--- config.mk ---
export PLATFORM = sky130hd
export DESIGN_NAME = simultaneous_to_sequential_reg_ps_first
export DESIGN_NICKNAME = d
export VERILOG_FILES = /design/src/rtl/simultaneous_to_sequential_reg_ps_first_pkg.sv /design/src/rtl/simultaneous_to_sequential_reg_ps_first_reg.sv /design/src/rtl/simultaneous_to_sequential_reg_ps_first.sv
export SDC_FILE = /design/constraint.sdc
export NUM_CORES = 1
export LEC_CHECK = 0
export BUFFER_PORTS_ARGS = -buffer_cell sky130_fd_sc_hd__buf_2
export CAP_MARGIN = 0
export CORE_AREA = 2 2 39 41
export CTS_BUF_LIST = sky130_fd_sc_hd__clkbuf_8
export DETAILED_ROUTE_END_ITERATION = 8
export DIE_AREA = 0 0 41 43
export PLACE_DENSITY = 0.84
export SKIP_CTS_REPAIR_TIMING = 1
export SLEW_MARGIN = 20
export SYNTH_ARGS = -nofsm -noshare
export SYNTH_HDL_FRONTEND = slang
export SYNTH_SLANG_ARGS = --single-unit
--- constraint.sdc ---
create_clock -name clk -period 1.3 [get_ports clk]
set_input_delay 0.26 -clock clk [delete_from_list [all_inputs] [get_ports clk]]
set_output_delay 0.26 -clock clk [all_outputs]
set_load 0.02 [all_outputs]
--- src/rtl/simultaneous_to_sequential_reg_ps_first_pkg.sv ---
// Shared definitions for the parallel-to-serial converter: FSM encoding and
// beat-counter sizing.
package simultaneous_to_sequential_reg_ps_first_pkg;

  typedef enum logic {
    IDLE  = 1'b0,
    SHIFT = 1'b1
  } state_e;

  // Counter must reach SHIFT_LEN-1 and still have headroom for the compare.
  function automatic int cnt_width(input int n);
    return $clog2(n) + 1;
  endfunction

endpackage

--- src/rtl/simultaneous_to_sequential_reg_ps_first_reg.sv ---
// Loadable slice shift register: parallel load, shift toward slice 0 on
// enable, zero fill from the top.
module simultaneous_to_sequential_reg #(
  parameter int DEPTH     = 3,
  parameter int BIT_WIDTH = 2
) (
  input  logic                       clk,
  input  logic                       rst_n,
  input  logic                       clr,
  input  logic                       load,
  input  logic                       en,
  input  logic [DEPTH*BIT_WIDTH-1:0] d,
  output logic [BIT_WIDTH-1:0]       head
);

  logic [DEPTH-1:0][BIT_WIDTH-1:0] q;
  logic [DEPTH-1:0][BIT_WIDTH-1:0] shifted;

  for (genvar i = 0; i < DEPTH; i++) begin : g_slice
    if (i == DEPTH - 1) begin : g_top
      assign shifted[i] = '0;
    end else begin : g_mid
      assign shifted[i] = q[i+1];
    end
  end

  always_ff @(posedge clk or negedge rst_n) begin
    if (!rst_n)    q <= '0;
    else if (clr)  q <= '0;
    else if (load) q <= d;
    else if (en)   q <= shifted;
  end

  assign head = q[0];

endmodule

--- src/rtl/simultaneous_to_sequential_reg_ps_first.sv ---
// Parallel word to serial beats; the first beat passes through combinationally,
// the remaining slices are replayed from a holding register.
module simultaneous_to_sequential_reg_ps_first
  import simultaneous_to_sequential_reg_ps_first_pkg::*;
#(
  parameter int DIRECTION = 1,
  parameter int SHIFT_LEN = 4,
  parameter int BIT_WIDTH = 2
) (
  input  logic                           clk,
  input  logic                           in_ctr_Arst_n,
  input  logic                           in_ctr_Srst,
  input  logic                           in_valid,
  output logic                           in_ready,
  input  logic [BIT_WIDTH*SHIFT_LEN-1:0] in,
  output logic                           out_valid,
  input  logic                           out_ready,
  output logic [BIT_WIDTH-1:0]           out,
  output logic                           out_last
);

  localparam int CW    = cnt_width(SHIFT_LEN);
  localparam int DEPTH = (SHIFT_LEN > 1) ? SHIFT_LEN - 1 : 1;
  localparam logic [CW-1:0] LAST_CNT = CW'(SHIFT_LEN - 1);

  state_e                     state, state_nxt;
  logic [CW-1:0]              cnt, cnt_nxt;
  logic                       load, en;
  logic [DEPTH*BIT_WIDTH-1:0] load_d;
  logic [BIT_WIDTH-1:0]       first_slice, head;

  // Holding register is ordered so that slice 0 is always the next beat.
  if (DIRECTION > 0) begin : g_hi_first
    assign first_slice = in[BIT_WIDTH*(SHIFT_LEN-1) +: BIT_WIDTH];
  end else begin : g_lo_first
    assign first_slice = in[0 +: BIT_WIDTH];
  end

  if (SHIFT_LEN == 1) begin : g_single
    assign load_d = '0;
  end else begin : g_multi
    for (genvar j = 0; j < DEPTH; j++) begin : g_ld
      if (DIRECTION > 0) begin : g_desc
        assign load_d[BIT_WIDTH*j +: BIT_WIDTH] = in[BIT_WIDTH*(SHIFT_LEN-2-j) +: BIT_WIDTH];
      end else begin : g_asc
        assign load_d[BIT_WIDTH*j +: BIT_WIDTH] = in[BIT_WIDTH*(j+1) +: BIT_WIDTH];
      end
    end
  end

  simultaneous_to_sequential_reg #(
    .DEPTH    (DEPTH),
    .BIT_WIDTH(BIT_WIDTH)
  ) u_hold (
    .clk  (clk),
    .rst_n(in_ctr_Arst_n),
    .clr  (in_ctr_Srst),
    .load (load),
    .en   (en),
    .d    (load_d),
    .head (head)
  );

  always_ff @(posedge clk or negedge in_ctr_Arst_n) begin
    if (!in_ctr_Arst_n) begin
      state <= IDLE;
      cnt   <= '0;
    end else begin
      state <= state_nxt;
      cnt   <= cnt_nxt;
    end
  end

  always_comb begin
    state_nxt = state;
    cnt_nxt   = cnt;
    load      = 1'b0;
    en        = 1'b0;
    if (in_ctr_Srst) begin
      state_nxt = IDLE;
      cnt_nxt   = '0;
    end else begin
      case (state)
        IDLE: if (in_valid && out_ready && SHIFT_LEN > 1) begin
          load      = 1'b1;
          cnt_nxt   = CW'(1);
          state_nxt = SHIFT;
        end
        SHIFT: if (out_ready) begin
          en = 1'b1;
          if (cnt == LAST_CNT) begin
            state_nxt = IDLE;
            cnt_nxt   = '0;
          end else begin
            cnt_nxt = cnt + 1'b1;
          end
        end
        default: state_nxt = IDLE;
      endcase
    end
  end

  // Async reset gates every output, including the constant out_last of a 1-slice build.
  always_comb begin
    in_ready  = 1'b0;
    out_valid = 1'b0;
    out       = '0;
    out_last  = 1'b0;
    if (in_ctr_Arst_n) begin
      if (state == SHIFT) begin
        out_valid = !in_ctr_Srst;
        out_last  = (cnt == LAST_CNT);
        if (!in_ctr_Srst) out = head;
      end else begin
        in_ready  = out_ready && !in_ctr_Srst;
        out_valid = in_valid && !in_ctr_Srst;
        out_last  = (SHIFT_LEN == 1);
        if (in_valid && !in_ctr_Srst) out = first_slice;
      end
    end
  end

endmodule
After elaboration in Yosys (flattened, before gate mapping)
Cells that the tools add are included.
{"block": "op_classes", "add_sub_neg": 1, "eq_ne": 3, "muxes": 28, "n_bitwise": 1, "n_reduce_logical": 6}
{"operator": "two-way mux 6 bit", "n": 3}
{"operator": "two-way mux 1 bit", "n": 15}
{"operator": "two-way mux 3 bit", "n": 4}
{"operator": "two-way mux 2 bit", "n": 4}
{"operator": "inequality test 3 bit, second input constant", "n": 2}
{"operator": "one-hot mux 3 bit (2 select lines)", "n": 1}
{"operator": "adder 3 x 1 -> 3 bit, second input constant", "n": 1}
{"operator": "equality test 3 x 2 -> 1 bit, second input constant", "n": 1}
{"operator": "logical AND 1 bit", "n": 3}
{"operator": "nonzero test 3 bit", "n": 1}
{"operator": "one-hot mux 1 bit (2 select lines)", "n": 1}
{"operator": "AND reduction 2 bit", "n": 1}
{"operator": "zero test 1 bit", "n": 1}
{"operator": "NOT 1 bit", "n": 1}
{"block": "totals", "ff_bits": 10, "input_bits": 13, "out_inout_bits": 5, "word_cells": 44}

Depth between registers and ports, before layout
Gate-level depths: netlist (run 1).
{"block": "logic_depth", "word_depth": 6, "depth_mapped": 4, "mapped_depth_nobuf": 4}

Hierarchy
From an unflattened synthesis (run 1), not the netlist that was laid out.
{"block": "unflattened", "cells_unflattened": 64, "hier_area_um2": 601.8}
{"module": "simultaneous_to_sequential_reg", "n_inst": 1, "cells_per_inst": 28, "area_each_um2": 310.3, "seq_area_each_um2": 150.1}
{"module": "simultaneous_to_sequential_reg_ps_first", "n_inst": 1, "cells_per_inst": 36, "area_each_um2": 291.5, "seq_area_each_um2": 100.1}

Worst setup path after synthesis (run 1)
OpenSTA, ideal clock, no wires.
{"block": "synth_path", "path_type": "input-to-output", "start": "input port in_ctr_Srst", "end": "output port in_ready", "t_arrival_ps": 1105, "setup_slack_ps": -65, "stages": 3, "path_buffers": 1, "path_cell_list": "buf_6 -> nand2b_1 -> nor3b_1"}
{"block": "synth_between", "elab_chain_len": 4}
{"item": "from (decl)", "line": "simultaneous_to_sequential_reg_ps_first.sv:12", "source": "input logic in_ctr_Srst,"}
{"item": "zero test 1 bit", "line": "simultaneous_to_sequential_reg_ps_first.sv:115", "source": "in_ready = out_ready && !in_ctr_Srst;"}
{"item": "logical AND 1 bit", "line": "simultaneous_to_sequential_reg_ps_first.sv:115"}
{"item": "two-way mux 1 bit", "line": "simultaneous_to_sequential_reg_ps_first.sv:110", "source": "if (state == SHIFT) begin"}
{"item": "two-way mux 1 bit", "line": "simultaneous_to_sequential_reg_ps_first.sv:109", "source": "if (in_ctr_Arst_n) begin"}
{"item": "to (decl)", "line": "simultaneous_to_sequential_reg_ps_first.sv:14", "source": "output logic in_ready,"}
Every way passes these cells.

Final worst setup path (run 1)
{"block": "layout_path", "start": "register state", "end": "output port out[0]"}
{"block": "layout_between", "elab_chain_len": 2}
{"item": "from (decl)", "line": "simultaneous_to_sequential_reg_ps_first.sv:26", "source": "state_e state, state_nxt;"}
{"item": "from (signal assigned)", "line": "simultaneous_to_sequential_reg_ps_first.sv:69", "source": "state <= state_nxt;"}
{"item": "two-way mux 2 bit", "line": "simultaneous_to_sequential_reg_ps_first.sv:110"}
{"item": "two-way mux 2 bit", "line": "simultaneous_to_sequential_reg_ps_first.sv:109"}
{"item": "to (decl)", "line": "simultaneous_to_sequential_reg_ps_first.sv:18", "source": "output logic [BIT_WIDTH-1:0] out,"}
Every way passes these cells.

==> impl_metrics.yaml, run 1 <==
die:
  fp.dieH_microns: 43
  core-area_sq_mm: 0.00138
  rows: 14
  start_util_pct: 42.9
  die-area_sq_mm: 0.00176
  fp.dieW_microns: 41
  ios: 18
route:
  wl_per_cell_microns: 15.2
  drt_iter0_drc: 12
  num_vias: 553
  ant_nets: 0
  viasPerCell: 5.48
  drc: 0
  routed_wl_microns: 1540
  first_pass_iters: 4
critical_path:
  path_class: "flip-flop to output pin"
  reg2reg_from: "cnt[1]"
  end_kind: "output pin"
  cp_max_fo: 5
  path_cells: "and2b_1 > a22oi_1 > nor2_1 > buf_4"
  crit_buf_inv: 1
  worst_ep_arrival_time_ns: 1.26
  timing.critical_path.slowest_stage_cell: "dfrtp_1"
  crit_family: "flip-flops"
  cp.required_ns: 1.04
  max_stage_delay_ns: 0.41
  start_kind: "flip-flop"
  crit_path_start: "state"
timing:
  hold_violations: 9
  slew_headroom_pct: 78.0
  fin_crit_ns: 1.52
  slew_violations: 0
  holdWs_ns: -0.00697
  layout_setup_ws_ns: -0.215
  finalSetupViolCount: 7
  skew_ns: 0.00399
  worstMarginPinSlew_ns: 0.329
  fin_crit_sh_pct: 117
  max_freq_mhz: 660
  rsz0062_at_grt: "yes"
logic_synthesis:
  synth_mux_area_share_pct: 1.90
  synth_simple_gate_area_share_pct: 25.7
  seq_area_frac_synth_pct: 42.2
  syn_area_sq_um: 593
  ys_seq_elements: 10
  synth_top_family_by_area: "simple AND/OR/NAND/NOR gates"
  synth_warnings: 0
  synth_xor_area_share_pct: 0
  syn_inst: 57
  syn_area_per_cell_sq_um: 10.4
  synthAdderAreaFrac_pct: 2.11
  synthDistinctLibCells: 27
  syn-num-nets: 71
  synth_compound_area_share_pct: 22.2
grt:
  grt_first_pass_wirelength_microns: 2360
  grt_pass1_vias: 529
  grt_remaining_overflow: 0
  antenna_found_initial: 0
  grt.total_usage_pct: 21.0
  grt_max_degree: 10
power_and_ir_drop:
  ir_drop_mv: 0.745
  leakage_nw: 0.431
  powerDensity_mw_per_mm2: 1010
  total_power_w: 0.000879
layout:
  diodes: 0
  fill_cells: 119
  post-route-util_pct: 62.8
  layout.nets: 100
  multi_input_area_sq_um: 350
  seq_area_sq_um: 250
  final_cell_mix: "buf_2 (12), buf_4 (12), dfrtp_1 (10)"
  drive_gt1_share_pct: 48.2
  area_growth_pct: 46.6
place:
  numPortBuffers: 17
  place_ws_ns: -0.0603
  globalplace.congestion: 0.727
hold_path:
  worstHoldPathType: "primary input to asynchronous set/reset pin"
clock_tree:
  clk_pin_slew_ns: 0.05
  ctsHtreeMaxLevel: 1
  root_buffer: "clkbuf_8"
  insertion_delay_ns: 0.24
  clockBufferDepth: 2
  numClockSinks: 10
  cts_buffers: 3
  cts_tree: "built"
flow_run:
  drv_cap: 0
status:
  failed_checks: "hold timing, setup timing"
  status: "complete, but fails checks"
## cell families (layout without fill, tap and decap cells)
family | count (synthesis) | count (layout)
and+or+nand+nor | 24 | 24
adders and majority gates | 1 | 1
DFF | 10 | 10
muxes | 1 | 1
AOI/OAI and AO/OA | 17 | 17
buffers and inverters | 4 | 32
## through the flow
step	TNS [ns]	cells	cell area, sq um
final	-0.862	101	870
after global routing	-1.19	101	870
after CTS	-1.08	96	768
after detailed placement	-0.102	92	713
after global placement	0	92	713
after floorplan	0	57	598
## flip-flops by register name, indices dropped and copies added, names as in the netlist
name	flops
u_hold.q	4
cnt	3
u_hold.head	2
state	1
## cells in the mapped netlist
cell       n  area, sq um
a311oi_1   1         8.76
nor3b_1    1         7.51
dfrtp_1   10          250
o31ai_1    2         15.0
and4bb_4   1         16.3
and3b_1    1         8.76
and2b_1    1         7.51
ha_1       1         12.5
buf_2      1         5.00
a221o_1    3         30.0
a31oi_1    2         12.5
a21o_1     1         7.51
a22oi_1    3         22.5
buf_6      2         22.5
nor2b_1    5         31.3
mux2_1     1         11.3
nand2_2    1         6.26
or3_1      1         6.26
nand2b_1   1         6.26
o21a_1     2         15.0
nor2_1     5         18.8
nand2_1    2         7.51
buf_4      1         7.51
a21oi_1    2         10.0
and3_1     4         25.0
a32o_1     1         10.0
nor2_4     1         11.3
## report_power, final
group	internal, W	switching, W	leakage (nW)	total (W)
clock	0.000266	0.000119	0.0288	0.000385
combinational	0.0000783	0.0000774	0.267	0.000156
sequential	0.000327	0.0000110	0.136	0.000338
total	0.000671	0.000208	0.431	0.000879
## metal layers
metal  part of all wire [%]  track usage (%)  wire length [microns]
met1                     41             23.2                    630
met2                     52             33.4                    793
met3                    5.0             6.28                     77
met4                    2.2             12.0                     34
met5                      0                0                      0
## cell type report
cell class / count / share of cell area [%]
multi-input cells: 43 / 40.3
flip-flops and latches: 10 / 28.8
repair buffers: 28 / 22.3
clock buffers: 4 / 6.33
well taps: 16 / 2.30
## path summary, 6_finish.rpt
check                                       to  slack, ns  depth (start not counted)
worst min-delay path            u_hold.head[0]     -0.007                          2
worst min register to register     u_hold.q[3]       0.47                          1
worst max-delay path                    out[0]      -0.22                          4
max in group asynchronous                state       0.80                          2
worst max register to register          cnt[0]      -0.12                          5
min in group clk                u_hold.head[1]       0.26                          2
(Power assumes the default switching activity.)
==> run 2, diff against run 1 <==
--- a/config.mk
+++ b/config.mk
@@ -5,12 +5,14 @@
 export SDC_FILE = /design/constraint.sdc
 export NUM_CORES = 1
 export LEC_CHECK = 0
+export ABC_CLOCK_PERIOD_IN_PS = 1300
 export BUFFER_PORTS_ARGS = -buffer_cell sky130_fd_sc_hd__buf_2
 export CAP_MARGIN = 0
 export CORE_AREA = 2 2 39 41
 export CTS_BUF_LIST = sky130_fd_sc_hd__clkbuf_8
 export DETAILED_ROUTE_END_ITERATION = 8
 export DIE_AREA = 0 0 41 43
+export HOLD_SLACK_MARGIN = 0.12
 export PLACE_DENSITY = 0.84
 export SKIP_CTS_REPAIR_TIMING = 1
 export SLEW_MARGIN = 20
==> impl_metrics.yaml, run 2 (synthesis gave the netlist of run 1 again) <==
power_and_ir_drop:
  ir_drop_mv: 0.745
  total_power_w: 0.000880
  powerDensity_mw_per_mm2: 1010
  leakage_nw: 0.431
die:
  fp.dieW_microns: 41
  fp.dieH_microns: 43
  rows: 14
  start_util_pct: 42.9
  ios: 18
  core-area_sq_mm: 0.00138
  die-area_sq_mm: 0.00176
critical_path:
  crit_buf_inv: 1
  max_stage_delay_ns: 0.37
  r2r_slack_ns: -0.12
  crit_family: "flip-flops"
  start_kind: "flip-flop"
  cp.required_ns: 1.04
  cp_max_fo: 3
  reg2reg_from: "cnt[1]"
  worst_ep_arrival_time_ns: 1.25
  worst_r2r_endpoint: "cnt[0]"
  end_kind: "output pin"
  worst-path-stages: 4
  path_class: "flip-flop to output pin"
  timing.critical_path.slowest_stage_cell: "dfrtp_1"
  path_cells: "ha_2 > nor2b_4 > and3_4 > buf_6"
  reg2regPathDepth: 5
route:
  drc: 0
  viasPerCell: 5.50
  ant_nets: 0
  num_vias: 555
  first_pass_iters: 4
  drt_iter0_drc: 15
  routed_wl_microns: 1550
  wl_per_cell_microns: 15.3
layout:
  post-route-util_pct: 62.8
  area_growth_pct: 46.6
  final_cells: 101
  drive_gt1_share_pct: 48.2
  multi_input_area_sq_um: 350
  fill_cells: 119
  largest_reg_flops: 4
  stdcell_area_sq_um: 870
  layout.nets: 100
  final_cell_mix: "buf_2 (12), buf_4 (12), dfrtp_1 (10)"
  diodes: 0
  largest-register: "u_hold.q"
  seq_area_sq_um: 250
timing:
  worstMarginPinSlew_ns: 0.329
  slew_headroom_pct: 78.0
  max_freq_mhz: 661
  fin_crit_sh_pct: 116
  fin_crit_ns: 1.51
  rsz0062_at_grt: "yes"
  slew_violations: 0
  finalSetupTns_ns: -0.849
  skew_ns: 0.00378
  layout_setup_ws_ns: -0.213
  finalSetupViolCount: 7
  hold_violations: 0
place:
  numPortBuffers: 17
  dpl_cell_area_sq_um: 713
  dpl.cell_count: 92
  globalplace.congestion: 0.727
hold_path:
  whs_endpoint: "u_hold.head[1]"
  worstHoldPathType: "primary input to flip-flop"
  min_from: "in[5]"
  whs_path_depth: 2
clock_tree:
  insertion_delay_ns: 0.24
  clockBufferDepth: 2
  clk_pin_slew_ns: 0.05
  ctsHtreeMaxLevel: 1
  root_buffer: "clkbuf_8"
  cts_buffers: 3
  cts_tree: "built"
  numClockSinks: 10
status:
  failed_checks: "setup timing"
  status: "complete, but fails checks"
grt:
  grt.total_usage_pct: 21.0
  grt_pass1_vias: 529
  grt_first_pass_wirelength_microns: 2360
  grt_remaining_overflow: 0
  grt_max_degree: 10
  antenna_found_initial: 0
flow_run:
  drv_cap: 0
run 2: through the flow:
stage	hold slack [ns]	worst slack (ns)
2_1_floorplan	-0.0356	0.0553
5_1_grt	0.262	-0.266
4_1_cts	-0.185	-0.320
6_report	0.261	-0.213
3_3_place_gp	0.0642	0.0115
3_5_place_dp	0.0669	-0.0603
run 2: cell type report:
type,count,share of cell area [%]
repair buffers,28,22.3
well taps,16,2.30
clock buffers,4,6.33
flip-flops and latches,10,28.8
multi-input cells,43,40.3
run 2: worst max-delay path by stage:
stage | from | end | slack, ns
floorplan | cnt[0] | cnt[1] | 0.06
detailed placement | cnt[0] | cnt[1] | -0.06
global route | state | out[0] | -0.27
global placement | cnt[0] | out_last | 0.01
CTS | cnt[0] | out_last | -0.32
finish | cnt[1] | out_last | -0.21
run 2: layer usage:
layer	up-vias	track usage, %	share of wire, %
li1	271	-	-
met1	266	23.2	41
met2	14	33.4	52
met3	4	6.28	4.6
met4	0	12.0	2.2
met5	-	0	0
run 2: where the power goes:
part / switching [W] / internal, W
Clock: 0.000120 / 0.000266
Combinational: 0.0000780 / 0.0000784
Sequential: 0.0000109 / 0.000327
==> run 3, diff against run 2 <==
--- a/config.mk
+++ b/config.mk
@@ -5,7 +5,7 @@
 export SDC_FILE = /design/constraint.sdc
 export NUM_CORES = 1
 export LEC_CHECK = 0
-export ABC_CLOCK_PERIOD_IN_PS = 1300
+export ABC_CLOCK_PERIOD_IN_PS = 1700
 export BUFFER_PORTS_ARGS = -buffer_cell sky130_fd_sc_hd__buf_2
 export CAP_MARGIN = 0
 export CORE_AREA = 2 2 39 41
@@ -13,7 +13,7 @@
 export DETAILED_ROUTE_END_ITERATION = 8
 export DIE_AREA = 0 0 41 43
 export HOLD_SLACK_MARGIN = 0.12
-export PLACE_DENSITY = 0.84
+export PLACE_DENSITY = 0.82
 export SKIP_CTS_REPAIR_TIMING = 1
 export SLEW_MARGIN = 20
 export SYNTH_ARGS = -nofsm -noshare
==> constraint.sdc (replaced) <==
create_clock -name clk -period 1.7 [get_ports clk]
set_input_delay 0.34 -clock clk [delete_from_list [all_inputs] [get_ports clk]]
set_output_delay 0.34 -clock clk [all_outputs]
set_load 0.02 [all_outputs]
==> impl_metrics.yaml, run 3 (synthesis gave the netlist of run 1 again) <==
place:
  dp_hpwl_microns: 990
  numPortBuffers: 17
  globalplace.congestion: 0.803
die:
  ios: 18
  fp.dieH_microns: 43
  rows: 14
  die-area_sq_mm: 0.00176
  start_util_pct: 42.9
  core-area_sq_mm: 0.00138
  fp.dieW_microns: 41
layout:
  fill_cells: 119
  final_cell_mix: "buf_2 (17), dfrtp_1 (9), nor2_1 (5)"
  largest-register: "u_hold.q"
  largest_reg_flops: 4
  drive_gt1_share_pct: 37.2
  diodes: 0
  final_common_cell: "buf_2"
  area_growth_pct: 28.1
  layout.nets: 93
clock_tree:
  cts_buffers: 3
  root_buffer: "clkbuf_8"
  ctsHtreeMaxLevel: 1
  numClockSinks: 10
  insertion_delay_ns: 0.24
  cts_tree: "built"
  clockBufferDepth: 2
  clk_pin_slew_ns: 0.05
timing:
  skew_ns: 0.00250
  rsz0062_at_grt: "no"
  fin_crit_ns: 1.67
  holdWs_ns: 0.346
  finalSetupTns_ns: 0
  max_freq_mhz: 600
  hold_violations: 0
  worstMarginPinSlew_ns: 0.348
  slew_violations: 0
  finalSetupViolCount: 0
  fin_crit_sh_pct: 98.1
  slew_headroom_pct: 76.8
critical_path:
  r2r_slack_ns: 0.30
  worst_r2r_endpoint: "u_hold.head[1]"
  path_cells: "ha_2 > nor2b_2 > and3_1 > buf_2"
  reg2reg_from: "state"
  worst_ep_arrival_time_ns: 1.33
  reg2regPathDepth: 4
  path_class: "flip-flop to output pin"
  start_kind: "flip-flop"
  timing.critical_path.slowest_stage_cell: "dfrtp_1"
  cp_max_fo: 4
  max_stage_delay_ns: 0.39
  cp.required_ns: 1.36
  end_kind: "output pin"
hold_path:
  min_from: "in[2]"
  whs_endpoint: "u_hold.q[2]"
  whs_path_depth: 2
  worstHoldPathType: "primary input to flip-flop"
route:
  viasPerCell: 5.68
  num_vias: 534
  wl_per_cell_microns: 15.9
  ant_nets: 0
  drc: 0
  routed_wl_microns: 1500
  drt_iter0_drc: 16
  first_pass_iters: 4
power_and_ir_drop:
  leakage_nw: 0.385
  ir_drop_mv: 0.644
  powerDensity_mw_per_mm2: 857
status:
  status: "finished, final reports clean"
grt:
  grt.total_usage_pct: 17.4
  grt_remaining_overflow: 0
  antenna_found_initial: 0
  grt_max_degree: 15
  grt_first_pass_wirelength_microns: 2060
  grt_pass1_vias: 498
flow_run:
  drv_cap: 0
[run 3: changes by cell type in the layout (fill, tap and decap cells not counted), sizes merged]
cell / before / now
buf: 27 / 19
dlygate4sd3: 1 / 2
[run 3: critical path: cells and delay by family, from the launching register on]
kind          cells  cell delay (ns)
buf+inv           1             0.15
flops             1             0.39
fa+ha+maj         1             0.20
simple gates      2             0.35
[run 3: worst max-delay path by stage]
| stage | slack, ns | start | cells past startpoint | to |
|---|---|---|---|---|
| 4_1_cts | 0.005 | cnt[0] | 4 | out_last |
| 6_report | 0.03 | cnt[0] | 4 | out_last |
| 5_1_grt | 0.007 | state | 4 | out[0] |
| 3_5_place_dp | 0.24 | in_ctr_Srst | 4 | in_ready |
| 3_3_place_gp | 0.29 | in_ctr_Srst | 4 | in_ready |
| 2_1_floorplan | 0.17 | in_ctr_Srst | 3 | in_ready |
[run 3: metal layers]
metal | track usage, % | wire length, microns | up-vias
li1 | - | - | 255
met1 | 19.4 | 588 | 249
met2 | 28.7 | 798 | 23
met3 | 2.62 | 72 | 7
met4 | 10.7 | 40 | 0
met5 | 0 | 0 | -
[run 3: area by class of cell]
cell class	instances	area, sq um	area share (%)
flip-flops and latches	10	251	33.1
clock buffers	4	55.1	7.25
multi-input cells	43	313	41.2
well taps	16	20.0	2.64
repair buffers	21	120	15.8
[run 3: report_power, final]
part | internal (W) | switching (W) | leakage [nW]
Clock | 0.000204 | 0.0000942 | 0.0288
Sequential | 0.000250 | 0.0000102 | 0.135
Combinational | 0.0000423 | 0.0000504 | 0.222
[run 3: per-stage QoR]
| stage | util [%] | instance area [sq um] | setup slack (ns) | total power [W] | instances |
|---|---|---|---|---|---|
| after floorplan | - | 593 | 0.175 | 0.000319 | 57 |
| after global placement | 49.0 | 678 | 0.290 | 0.000347 | 88 |
| after detailed placement | 49.0 | 678 | 0.238 | 0.000350 | 88 |
| after CTS | 53.0 | 733 | 0.00515 | 0.000651 | 92 |
| after global routing | 54.9 | 759 | 0.00712 | 0.000676 | 94 |
| final | 54.9 | 759 | 0.0323 | 0.000651 | 94 |
